[src/rtl/load_store_unit.sv]
// load_store_unit
// Sits between the pipeline MEM stage and a word-addressed data memory.
// It converts RISC-V byte-addressed loads and stores (lb/lh/lw/lbu/lhu and
// sb/sh/sw) into whole-word memory accesses.
//
// Sub-word stores are done as a read-modify-write. In the first cycle the
// word is read and merged, and the pipeline is stalled. In the second cycle
// the merged word is written. Load results come out one cycle after the
// request, and are registered. Misaligned and out-of-range accesses never
// reach the memory. Instead they raise a one-cycle flag.
//
// Ports
//   clk          : clock; all state changes on its rising edge
//   reset        : synchronous, active-low reset
//   req_valid    : MEM stage presents a memory instruction
//   req_write    : 1 = store, 0 = load
//   req_funct3   : RISC-V funct3 (000 b, 001 h, 010 w, 100 bu, 101 hu)
//   req_addr     : byte address
//   req_wdata    : store data (low byte/half used for sb/sh)
//   stall        : combinational; pipeline must hold the MEM-stage request
//   load_data    : registered, sign/zero-extended load result
//   load_valid   : one-cycle pulse qualifying load_data
//   misaligned   : one-cycle pulse, access blocked for misalignment
//   out_of_range : one-cycle pulse, word index >= DEPTH
//   mem_addr     : word index presented to the memory
//   mem_wdata    : word to write
//   mem_wen      : write strobe (memory writes on the rising edge)
//   mem_ren      : read enable (memory answers combinationally on mem_rdata)
//   mem_rdata    : word read from memory
module load_store_unit #(
  parameter int DEPTH = 1024
) (
  input  logic        clk,
  input  logic        reset,
  input  logic        req_valid,
  input  logic        req_write,
  input  logic [2:0]  req_funct3,
  input  logic [31:0] req_addr,
  input  logic [31:0] req_wdata,
  output logic        stall,
  output logic [31:0] load_data,
  output logic        load_valid,
  output logic        misaligned,
  output logic        out_of_range,
  output logic [31:0] mem_addr,
  output logic [31:0] mem_wdata,
  output logic        mem_wen,
  output logic        mem_ren,
  input  logic [31:0] mem_rdata
);

  localparam logic [0:0] IDLE      = 1'b0;
  localparam logic [0:0] RMW_WRITE = 1'b1;

  // One extra bit so the limit can be compared against a full 30-bit index.
  localparam logic [30:0] DEPTH_LIMIT = 31'(DEPTH);

  logic [0:0]  state;
  logic [31:0] rmw_word;
  logic [29:0] rmw_index;

  logic        is_byte;
  logic        is_half;
  logic        is_word;
  logic        legal;
  logic        mis_c;
  logic        oor_c;
  logic        accept;
  logic        subword_store;
  logic [7:0]  byte_lane;
  logic [15:0] half_lane;
  logic [31:0] load_ext;
  logic [31:0] merged;

  // Decode the request.
  // "accept" means the access is legal, aligned and in range, so it may
  // actually reach the memory in this cycle.
  always_comb begin
    is_byte = (req_funct3[1:0] == 2'b00);
    is_half = (req_funct3[1:0] == 2'b01);
    is_word = (req_funct3[1:0] == 2'b10);

    if (req_write)
      legal = (req_funct3 == 3'b000) || (req_funct3 == 3'b001) ||
              (req_funct3 == 3'b010);
    else
      legal = (req_funct3 == 3'b000) || (req_funct3 == 3'b001) ||
              (req_funct3 == 3'b010) || (req_funct3 == 3'b100) ||
              (req_funct3 == 3'b101);

    mis_c = legal && ((is_half && req_addr[0]) ||
                      (is_word && (req_addr[1:0] != 2'b00)));

    // Misalignment wins, so range is only flagged for aligned requests.
    oor_c = legal && !mis_c && ({1'b0, req_addr[31:2]} >= DEPTH_LIMIT);

    subword_store = req_write && !is_word;
    accept = reset && (state == IDLE) && req_valid && legal && !mis_c && !oor_c;
  end

  // Memory-side and pipeline-side strobes.
  // In RMW_WRITE the held index and merged word drive the memory. The
  // incoming request is ignored there, because it is the same store still
  // being held by the pipeline.
  always_comb begin
    stall   = accept && subword_store;
    mem_ren = accept && (!req_write || subword_store);
    mem_wen = reset && ((state == RMW_WRITE) || (accept && req_write && is_word));
    if (state == RMW_WRITE) begin
      mem_addr  = {2'b00, rmw_index};
      mem_wdata = rmw_word;
    end else begin
      mem_addr  = {2'b00, req_addr[31:2]};
      mem_wdata = req_wdata;
    end
  end

  // Lane selection and extension for loads.
  // Also builds the merged word for sub-word stores.
  always_comb begin
    case (req_addr[1:0])
      2'b00:   byte_lane = mem_rdata[7:0];
      2'b01:   byte_lane = mem_rdata[15:8];
      2'b10:   byte_lane = mem_rdata[23:16];
      default: byte_lane = mem_rdata[31:24];
    endcase
    half_lane = req_addr[1] ? mem_rdata[31:16] : mem_rdata[15:0];

    case (req_funct3)
      3'b000:  load_ext = {{24{byte_lane[7]}}, byte_lane};
      3'b001:  load_ext = {{16{half_lane[15]}}, half_lane};
      3'b100:  load_ext = {24'b0, byte_lane};
      3'b101:  load_ext = {16'b0, half_lane};
      default: load_ext = mem_rdata;
    endcase

    merged = mem_rdata;
    if (is_byte) begin
      case (req_addr[1:0])
        2'b00:   merged[7:0]   = req_wdata[7:0];
        2'b01:   merged[15:8]  = req_wdata[7:0];
        2'b10:   merged[23:16] = req_wdata[7:0];
        default: merged[31:24] = req_wdata[7:0];
      endcase
    end else if (req_addr[1]) begin
      merged[31:16] = req_wdata[15:0];
    end else begin
      merged[15:0] = req_wdata[15:0];
    end
  end

  // FSM and registered outputs.
  // The flags are single-cycle pulses, so they clear by default every cycle.
  // A blocked load still completes, with zero data, so the pipeline always
  // gets a load_valid for each load it issues.
  always_ff @(posedge clk) begin
    if (!reset) begin
      state        <= IDLE;
      load_data    <= '0;
      load_valid   <= 1'b0;
      misaligned   <= 1'b0;
      out_of_range <= 1'b0;
      rmw_word     <= '0;
      rmw_index    <= '0;
    end else begin
      load_valid   <= 1'b0;
      misaligned   <= 1'b0;
      out_of_range <= 1'b0;
      case (state)
        IDLE: begin
          if (req_valid && legal) begin
            if (mis_c || oor_c) begin
              misaligned   <= mis_c;
              out_of_range <= oor_c;
              if (!req_write) begin
                load_valid <= 1'b1;
                load_data  <= '0;
              end
            end else if (!req_write) begin
              load_valid <= 1'b1;
              load_data  <= load_ext;
            end else if (subword_store) begin
              rmw_word  <= merged;
              rmw_index <= req_addr[31:2];
              state     <= RMW_WRITE;
            end
          end
        end
        default: state <= IDLE;
      endcase
    end
  end

endmodule

[config.mk]
export PLATFORM = sky130hd
export DESIGN_NAME = load_store_unit
export DESIGN_NICKNAME = d
export VERILOG_FILES = /design/src/rtl/load_store_unit.sv
export SDC_FILE = /design/constraint.sdc
export NUM_CORES = 1
export LEC_CHECK = 0
export ABC_AREA = 0
export BUFFER_PORTS_ARGS = -buffer_cell sky130_fd_sc_hd__buf_4
export CAP_MARGIN = 20
export CORE_MARGIN = 2
export CORE_UTILIZATION = 53
export CTS_CLUSTER_DIAMETER = 60
export CTS_CLUSTER_SIZE = 28
export DETAILED_ROUTE_END_ITERATION = 12
export PLACE_DENSITY = 0.88
export SLEW_MARGIN = 40
export SYNTH_ARGS = -nofsm -noshare
export SYNTH_HDL_FRONTEND = slang
export SYNTH_SLANG_ARGS = --single-unit
[constraint.sdc]
create_clock -name clk -period 2.9 [get_ports clk]
set_input_delay 0.145 -clock clk [delete_from_list [all_inputs] [get_ports clk]]
set_output_delay 0.145 -clock clk [all_outputs]
set_load 0.1 [all_outputs]
Yosys cells after proc, flatten, opt, wreduce, memory -nomap -nowiden. Cells that the tools add are included.

Output and inout port bits: 102. Bits of input ports: 103. Logic and storage cells: 78. Register bits: 98.

Equality and inequality tests: 8. Bitwise operators: 5. Order comparisons: 1. Mux-type cells: 18. Reduce and logical (&&, ||, !) cells: 39.

Operators with widths (count): $mux 32 (5); $pmux 32 s4 (1); $mux 16 (3); $mux 8 (4); $ge 30x11->1 const B (1); $mux 30 (1); $pmux 8 s3 (1); $logic_and 1x1->1 (17); $logic_or 1x1->1 (8); $eq 3x3->1 const B (2); $reduce_or 3->1 (2); $not 1->1 (5); $reduce_and 5->1 (1); $reduce_or 5->1 (1); $eq 2x1->1 const B (2); $eq 2x2->1 const B (2); $logic_not 1->1 (4); $logic_not 2->1 (2); $reduce_or 4->1 (1); $eq 3x1->1 const B (1); $eq 3x2->1 const B (1); $logic_not 3->1 (1); $mux 1 (3); $reduce_and 3->1 (1); $reduce_bool 2->1 (1).

Depth between registers and ports, before layout. Gate-level depths: netlist of run 1.

Word-level depth: 16. Gate-level depth with buffers: 8. Gate-level depth less buffers: 6.

Least setup slack after synthesis of run 1. Ideal clock, no wire load.

Path kind: in2out. Start: input port req_funct3[0]. End: output port mem_ren. Setup slack: -650 ps. Path buffers: 2. Stages on the path: 7. Arrival time: 3405 ps. Cells stage by stage: buf_4 -> xor2_1 -> a22oi_1 -> o21a_1 -> nand2_4 -> buf_6 -> a211oi_1.

Word-level cells in the longest chain between the ends: 13.

RTL lines: from (decl) (line 37) `input logic [2:0] req_funct3,`; $eq 3x1->1 / $logic_not 3->1 (equally long branches) (line 84, 87); $logic_or 1x1->1 (2 in series) (line 84, 87); $logic_or 1x1->1 (2 in series) (line 88) `(req_funct3 == 3'b010) || (req_funct3 == 3'b100) ||`; $mux 1 (line 83) `if (req_write)`; $logic_and 1x1->1 (line 91) `mis_c = legal && ((is_half && req_addr[0]) ||`; $logic_not 1->1 (line 95, 98); $logic_and 1x1->1 (2 in series) (line 95) `oor_c = legal && !mis_c && ({1'b0, req_addr[31:2]} >= DEPTH_LIMIT);`; $logic_not 1->1 (line 98) `accept = reset && (state == IDLE) && req_valid && legal && !mis_c && !oor_c;`; $logic_and 1x1->1 (line 98); $logic_and 1x1->1 * (line 107) `mem_ren = accept && (!req_write || subword_store);`; to (decl) (line 48) `output logic mem_ren,`.

Mark *: on every way between the ends. The rest lies on a longest branch, timed or not.

Worst setup path after layout of run 1.
Start: register state. End: output port mem_wdata[15].

Word-level cells in the longest chain between the ends: 1.

RTL lines: from (decl) (line 58) `logic [0:0] state;`; from (signal assigned) (line 158) `state <= IDLE;`; from (signal assigned) (line 185) `state <= RMW_WRITE;`; from (signal assigned) (line 189) `default: state <= IDLE;`; $mux 32 (line 109) `if (state == RMW_WRITE) begin`; to (decl) (line 46) `output logic [31:0] mem_wdata,`.

Every way passes these cells.

==> run summary, run 1 <==
Status: complete, no violations
Antenna violations before repair: 0
Cell count of the worst reg-to-reg path: 6
CP max stage delay: 0.60 ns
Clock-pin slew on the worst setup and hold paths: 0.10 ns
Syn Inst Count: 604
Flop-to-flop setup slack: 0.89 ns
Placed Cells: 892
Hold_sp: req_addr[9]
CTS resizes: 0
Final Hold Viols: 0
Nets: 873
Netlist cell types: 55
P_leak: 0.00292 uW
Crit Reg-Reg Endpoint: load_data[28]
Post-synthesis cell area: 0.00532 mm2
Drt wl/cell: 18.7 um
Clock latency on the worst-skew pair: 0.37 ns
Most used DFF post-synth: dfxtp_1
RePlAce Congestion: 0.955
Final setup viols: 0
# DRC: 0
Design area: 0.00699 mm2
DR pass1 iterations: 5
Unrepaired setup endpoints after global routing: no
Post-synth EDFFs: 0
Peak VDD IR: 0.304 mV
Grt total ovfl: 0
CTS tree: yes
Layout cells sized above 1: 41.5%
HP Class: input port to flip-flop
WHS: 0.0222 ns
Core ar.: 0.00977 mm2
Maxcap violations: 0
Area Growth Syn to Fin: 31.2%
Ant. Diodes: 0
Setup TNS: 0 ns
Hold-fix buffers at CTS: 0
Most common cell after layout, fill and taps aside: buf_4
Syn Area/Cell: 8.81 um2
Most frequent cells in the layout: 210 x buf_4, 98 x nand2_1, 97 x dfxtp_1
Post-CTS setup buffers: 0
Max Slew Vio Count: 0
First-pass GRT wire length: 26400 um
Number of synthesized register bits: 98
Reg2reg start: state
Largest net degree at the start of global routing: 64
Dpl cell area: 0.00678 mm2
Worst path most repeated cell: buf_4
Register area share after synthesis: 36.9%
Critical Path Fanout Max: 63
Async set-reset flop share out of synthesis: 0%
Rows: 36
WL final: 17000 um
Die Area: 0.0109 mm2
Die height: 104 um
Hold path cells: 3
Arrival time worst endpoint: 2.04 ns
Fin cells: 908
Drt via density: 5.85
Vias: 5308
WS Path Type: flip-flop to output pin
Clock root cell: clkbuf_8
Initial Util: 54.5%
Worst hold path endpoint: rmw_index[7]
Chip Width: 104 um
Worst Max-Slew Pin Slew: 0.794 ns
Final worst setup slack: 0.714 ns
Power Dens Cells: 491 mW/mm2
YS warnings: 0
Startpoint type of the worst setup path: flip-flop
Tcrit/Tclk final: 75.4%
Detailed Place HPWL: 12900 um
Worst slack at placement: 0.772 ns
Max stage delay cell, worst path: buf_4
Kind of capture point of the worst setup path: output pin
CP Cell Sequence: buf_4 > mux2_2 > buf_4
Slew headroom: 47.1%
CTS H-tree lvls: 3
Clock Path Buffers: 2
Number of global-route vias before repair: 5052
Sink Count: 98
Filler instances: 736
CTS buffer count: 9
Max Clock Freq: 458 MHz
Worst path required time: 2.76 ns
First DRT Iteration DRCs: 381
Skew final: 0.00853 ns
I/O Pins: 205
Tot GR Track Use: 30.4%
Final Critical Period: 2.19 ns
Number of routed nets with antenna violations: 0
I/O Buffers: 202
-- cells by family after synthesis --
| family | share of synthesized area [%] |
|---|---|
| AND/OR/NAND/NOR | 20.7 |
| AO/OA/AOI/OAI | 16.8 |
| flip-flops | 36.9 |
| multiplexers | 19.0 |
| buffers and inverters | 6.44 |
| XOR/XNOR | 0.165 |
| other | 0.0704 |
-- sequential cells by signal, summed over array words and instances, names as in the netlist --
register	flops
load_valid	1
state	1
misaligned	1
out_of_range	1
rmw_index	30
load_data	32
rmw_word	32
-- metrics by stage --
stage / utilization (%) / total power, uW
after floorplan: - / 2210
after global placement: 69.3 / 2500
after detailed placement: 69.3 / 2510
after CTS: 71.5 / 3430
after global routing: 71.5 / 3530
final: 71.5 / 3430
-- layer usage --
metal	vias to the layer above	global-route usage [%]	wire [um]
met2	288	49.1	7860
met4	0	10.6	457
met1	2453	39.0	7120
met3	40	8.27	1560
met5	-	0	0
li1	2527	-	-
-- power breakdown --
part | internal [uW] | switching [uW]
clock | 435 | 506
combinational | 307 | 797
sequential | 1370 | 14.1
total | 2110 | 1320
-- synth_stat cells, drive strengths merged, types with 2 or more instances --
cell type / n / share of area, %
nand2: 101 / 7.5
dfxtp: 98 / 37
mux2: 79 / 17
o21ai: 59 / 5.5
clkbuf: 32 / 2.3
nand4: 26 / 3.3
buf: 24 / 3.4
and3: 20 / 2.4
nor2: 20 / 1.5
nor2b: 19 / 2.3
o22ai: 16 / 2.1
a221oi: 15 / 2.6
a21oi: 11 / 1.0
mux2i: 10 / 1.9
nand3: 10 / 0.94
inv: 9 / 0.63
o32ai: 9 / 1.5
o221ai: 7 / 1.2
o22a: 7 / 1.2
nor4: 6 / 0.82
a22oi: 2 / 0.28
clkinv: 2 / 0.16
nand2b: 2 / 0.38
o21a: 2 / 0.28
-- worst max-delay path, delay by kind of cell, from the launching register on --
family   cells  cell delay, ns
buf+inv      2            0.84
flops        1            0.33
mux          1            0.46
-- how the worst max path moves through the flow --
stage | start | end | slack (ns) | depth (start not counted)
2_1_floorplan | req_funct3[0] | mem_wen | 0.25 | 7
3_3_place_gp | req_funct3[1] | stall | 0.87 | 8
3_5_place_dp | req_funct3[1] | stall | 0.77 | 8
4_1_cts | state | mem_wdata[15] | 0.70 | 3
5_1_grt | req_funct3[1] | stall | 0.56 | 8
6_report | state | mem_wdata[15] | 0.71 | 3
-- layout make-up --
cell class	count	area [um2]	area share, %
clock inverters	6	72.6	1.04
inverters	11	42.5	0.609
multi-input cells	440	3030	43.3
flip-flops and latches	98	1960	28.1
well taps	133	166	2.38
clock buffers	10	138	1.97
repair buffers	210	1580	22.6
No activity file was read; power rests on OpenSTA's default activity.
==> run 2, diff against run 1 <==
--- a/config.mk
+++ b/config.mk
@@ -5,15 +5,15 @@
 export SDC_FILE = /design/constraint.sdc
 export NUM_CORES = 1
 export LEC_CHECK = 0
-export ABC_AREA = 0
+export ABC_AREA = 1
 export BUFFER_PORTS_ARGS = -buffer_cell sky130_fd_sc_hd__buf_4
 export CAP_MARGIN = 20
 export CORE_MARGIN = 2
-export CORE_UTILIZATION = 53
+export CORE_UTILIZATION = 47
 export CTS_CLUSTER_DIAMETER = 60
 export CTS_CLUSTER_SIZE = 28
 export DETAILED_ROUTE_END_ITERATION = 12
-export PLACE_DENSITY = 0.88
+export PLACE_DENSITY = 0.8
 export SLEW_MARGIN = 40
 export SYNTH_ARGS = -nofsm -noshare
 export SYNTH_HDL_FRONTEND = slang
==> constraint.sdc (replaced) <==
create_clock -name clk -period 1.8 [get_ports clk]
set_input_delay 0.09 -clock clk [delete_from_list [all_inputs] [get_ports clk]]
set_output_delay 0.09 -clock clk [all_outputs]
set_load 0.1 [all_outputs]
==> run summary, run 2 <==
Detailed Place HPWL: 14900 um (+16%)
Area leader, netlist: dfxtp_1
Kind of capture point of the worst setup path: output pin
Syn Area/Cell: 5.71 um2 (-35%)
Final Critical Period: 1.67 ns
Max stage delay cell, worst path: dfxtp_4
RePlAce Congestion: 0.980 (+2.6%)
CP Cell Sequence: inv_2 > nand2_2 > nor2_4 > nand2_2 > nor2_4 > buf_6
Crit Reg-Reg Endpoint: rmw_word[0]
Vias: 7472 (+41%)
Switching share of power: 39.9% (+1.5 points)
Pint: 3780 uW (+79%)
Flop-to-flop setup slack: 0.41 ns (-0.48 ns)
Count leader, synth: nand2_1
Number of global-route vias before repair: 6500 (+29%)
Final setup viols: 0 (unchanged)
Worst path required time: 1.71 ns (-1.05 ns)
Clock Path Buffers: 2 (unchanged)
HP Class: input port to flip-flop
Final Hold Viols: 0 (unchanged)
Unrepaired setup endpoints after global routing: no
Drt wl/cell: 13.9 um (-26%)
Hold-fix buffers at CTS: 0 (unchanged)
WL final: 20300 um (+19%)
Gate power share: 34.6% (+2.4 points)
CP max stage delay: 0.36 ns (-0.24 ns)
Crit path buffers/inverters: 2 (unchanged)
WS Path Type: flip-flop to output pin
Rows: 42 (+17%)
Most common cell after layout, fill and taps aside: nand2_1
P_leak: 0.00437 uW (+50%)
CTS buffer count: 9 (unchanged)
Sink Count: 98 (unchanged)
Post-synth top cells: 270 x nand2_1, 173 x inv_1, 134 x o21ai_0
Maxcap violations: 0 (unchanged)
Tot GR Track Use: 28.0% (-2.4 points)
Ant. Diodes: 0 (unchanged)
Netlist cell types: 27 (-51%)
Worst slack at placement: 0.0524 ns (-0.720 ns)
Skew final: 0.00645 ns (-0.00208 ns)
Part of the power in registers: 35.9% (-4.5 points)
Syn Inst Count: 1107 (+83%)
Arrival time worst endpoint: 1.58 ns (-0.46 ns)
YS warnings: 0 (unchanged)
Core Util, Final: 64.6% (-6.9 points)
Largest net degree at the start of global routing: 76 (+19%)
Clock power frac: 29.5% (+2.1 points)
First DRT Iteration DRCs: 658 (+73%)
Die Area: 0.0144 mm2 (+32%)
Design area: 0.00852 mm2 (+22%)
CTS tree: yes
Status: complete, no violations
Async set-reset flop share out of synthesis: 0% (unchanged)
Fin cells: 1460 (+61%)
CP top delay family: simple AND/OR/NAND/NOR gates
Most area-consuming cells after synthesis: dfxtp_1 31%, nand2_1 16%, o21ai_0 11%, inv_1 10%, nand3_1 8.2%
Clock latency on the worst-skew pair: 0.35 ns (-0.02 ns)
Tcrit/Tclk final: 92.6%
Nets: 1382 (+58%)
Number of routed nets with antenna violations: 0 (unchanged)
DR pass1 iterations: 7 (+2)
Largest regs: load_data x32, rmw_word x32, rmw_index x30
Slew headroom: 51.4% (+4.3 points)
Hold_sp: req_addr[9]
Startpoint type of the worst setup path: flip-flop
WHS: 0.0774 ns (+0.0552 ns)
Register area share after synthesis: 31.0% (-5.8 points)
Worst Max-Slew Pin Slew: 0.729 ns (-0.0644 ns)
Cell count of the worst reg-to-reg path: 8 (+2)
I/O Pins: 205 (unchanged)
Dpl cell area: 0.00821 mm2 (+21%)
I/O Buffers: 202 (unchanged)
Post-synthesis cell area: 0.00632 mm2 (+19%)
Worst hold path endpoint: rmw_index[7]
Clock root cell: clkbuf_16
Power Dens Cells: 738 mW/mm2 (+50%)
Sw Pwr: 2510 uW (+90%)
Post-synth EDFFs: 0 (unchanged)
Filler instances: 1277 (+74%)
Hold path cells: 5 (+2)
Max Clock Freq: 600 MHz
Most used DFF post-synth: dfxtp_1
Grt total ovfl: 0 (unchanged)
Initial Util: 47.9% (-6.6 points)
Peak VDD IR: 0.419 mV (+38%)
Top cell type's share of synthesized area: 31.0% (-5.8 points)
# DRC: 0 (unchanged)
Critical Path Fanout Max: 4 (-94%)
CTS H-tree lvls: 3 (unchanged)
Clock-pin slew on the worst setup and hold paths: 0.07 ns (-0.03 ns)
Layout cells sized above 1: 24.9% (-17 points)
Antenna violations before repair: 0 (unchanged)
Chip Width: 120 um (+15%)
Most frequent cells in the layout: 259 x nand2_1, 225 x buf_4, 172 x inv_1
Final worst setup slack: 0.133 ns (-0.581 ns)
Die height: 120 um (+15%)
Reg2reg start: state
Max Slew Vio Count: 0 (unchanged)
First-pass GRT wire length: 32200 um (+22%)
Core ar.: 0.0132 mm2 (+35%)
Number of synthesized register bits: 98 (unchanged)
Area Growth Syn to Fin: 34.8%
Placed Cells: 1442 (+62%)
Drt via density: 5.12 (-12%)
## run 2: cell count changes after synthesis, sizes merged, moves of 26 or more
cell | before | now
inv | 9 | 182
nand2 | 101 | 272
nor2 | 20 | 130
nand3 | 10 | 105
o21ai | 59 | 145
a21oi | 11 | 90
mux2 | 79 | 0
nand4 | 26 | 0
## run 2: logic make-up (layout without fill, tap and decap cells)
logic type	Yosys count	after routing	synth area share (%)
and+or+nand+nor	510	510	33.1
buffers and inverters	256	432	16.2
AOI/OAI and AO/OA	242	242	19.6
DFF	98	98	31.0
other	1	2	0.0593
## run 2: how the worst max path moves through the flow
stage | from | to | cells after the start
6_report | state | stall | 6
5_1_grt | state | mem_wen | 6
4_1_cts | state | stall | 6
3_5_place_dp | req_addr[13] | mem_wen | 10
3_3_place_gp | req_addr[13] | mem_wen | 10
2_1_floorplan | req_addr[1] | mem_wen | 8
## run 2: layout make-up
cell class              instances  area (um2)  area share (%)
multi-input cells             754        3520            41.3
inverters                     182         683            8.02
repair buffers                234        1860            21.8
well taps                     176         220            2.59
flip-flops and latches         98        1970            23.1
clock inverters                 6        48.8           0.573
clock buffers                  10         229            2.69
## run 2: power by group through the flow
| stage | combinational, uW | sequential (uW) | clock (uW) |
|---|---|---|---|
| 2_1_floorplan | 1340 | 2510 | 0 |
| 3_3_place_gp | 2140 | 2310 | 0 |
| 3_5_place_dp | 2150 | 2310 | 0 |
| 4_1_cts | 2160 | 2260 | 1890 |
| 5_1_grt | 2310 | 2260 | 1980 |
| 6_report | 2180 | 2260 | 1850 |
## run 2: worst register-to-register path: cells and delay by family, from the launching register on
family,cells,cell delay [ns]
AND/OR/NAND/NOR,5,0.62
buffers and inverters,3,0.34
flip-flops,1,0.36
## run 2: what timing repair did
action | 4_1_cts | 5_1_grt
gates cloned | 0 | 0
resized for setup | 4 | 2
pin swaps | 0 | 1
setup endpoints to repair | 2 | 3
endpoints found under the hold margin | 0 | 0
setup buffers | 0 | 2
## run 2: stage by stage
step | total power, uW | setup TNS (ns)
floorplan | 3850 | -4.96
global placement | 4440 | 0
detailed placement | 4460 | 0
CTS | 6310 | -0.000355
global route | 6560 | 0
finish | 6290 | 0
## run 2: per-layer routing
layer | up-vias | global-route usage, % | share of wire [%]
li1 | 3793 | - | -
met1 | 3277 | 37.1 | 42
met2 | 351 | 44.0 | 46
met3 | 51 | 4.75 | 8.7
met4 | 0 | 13.5 | 3.3
met5 | - | 0 | 0
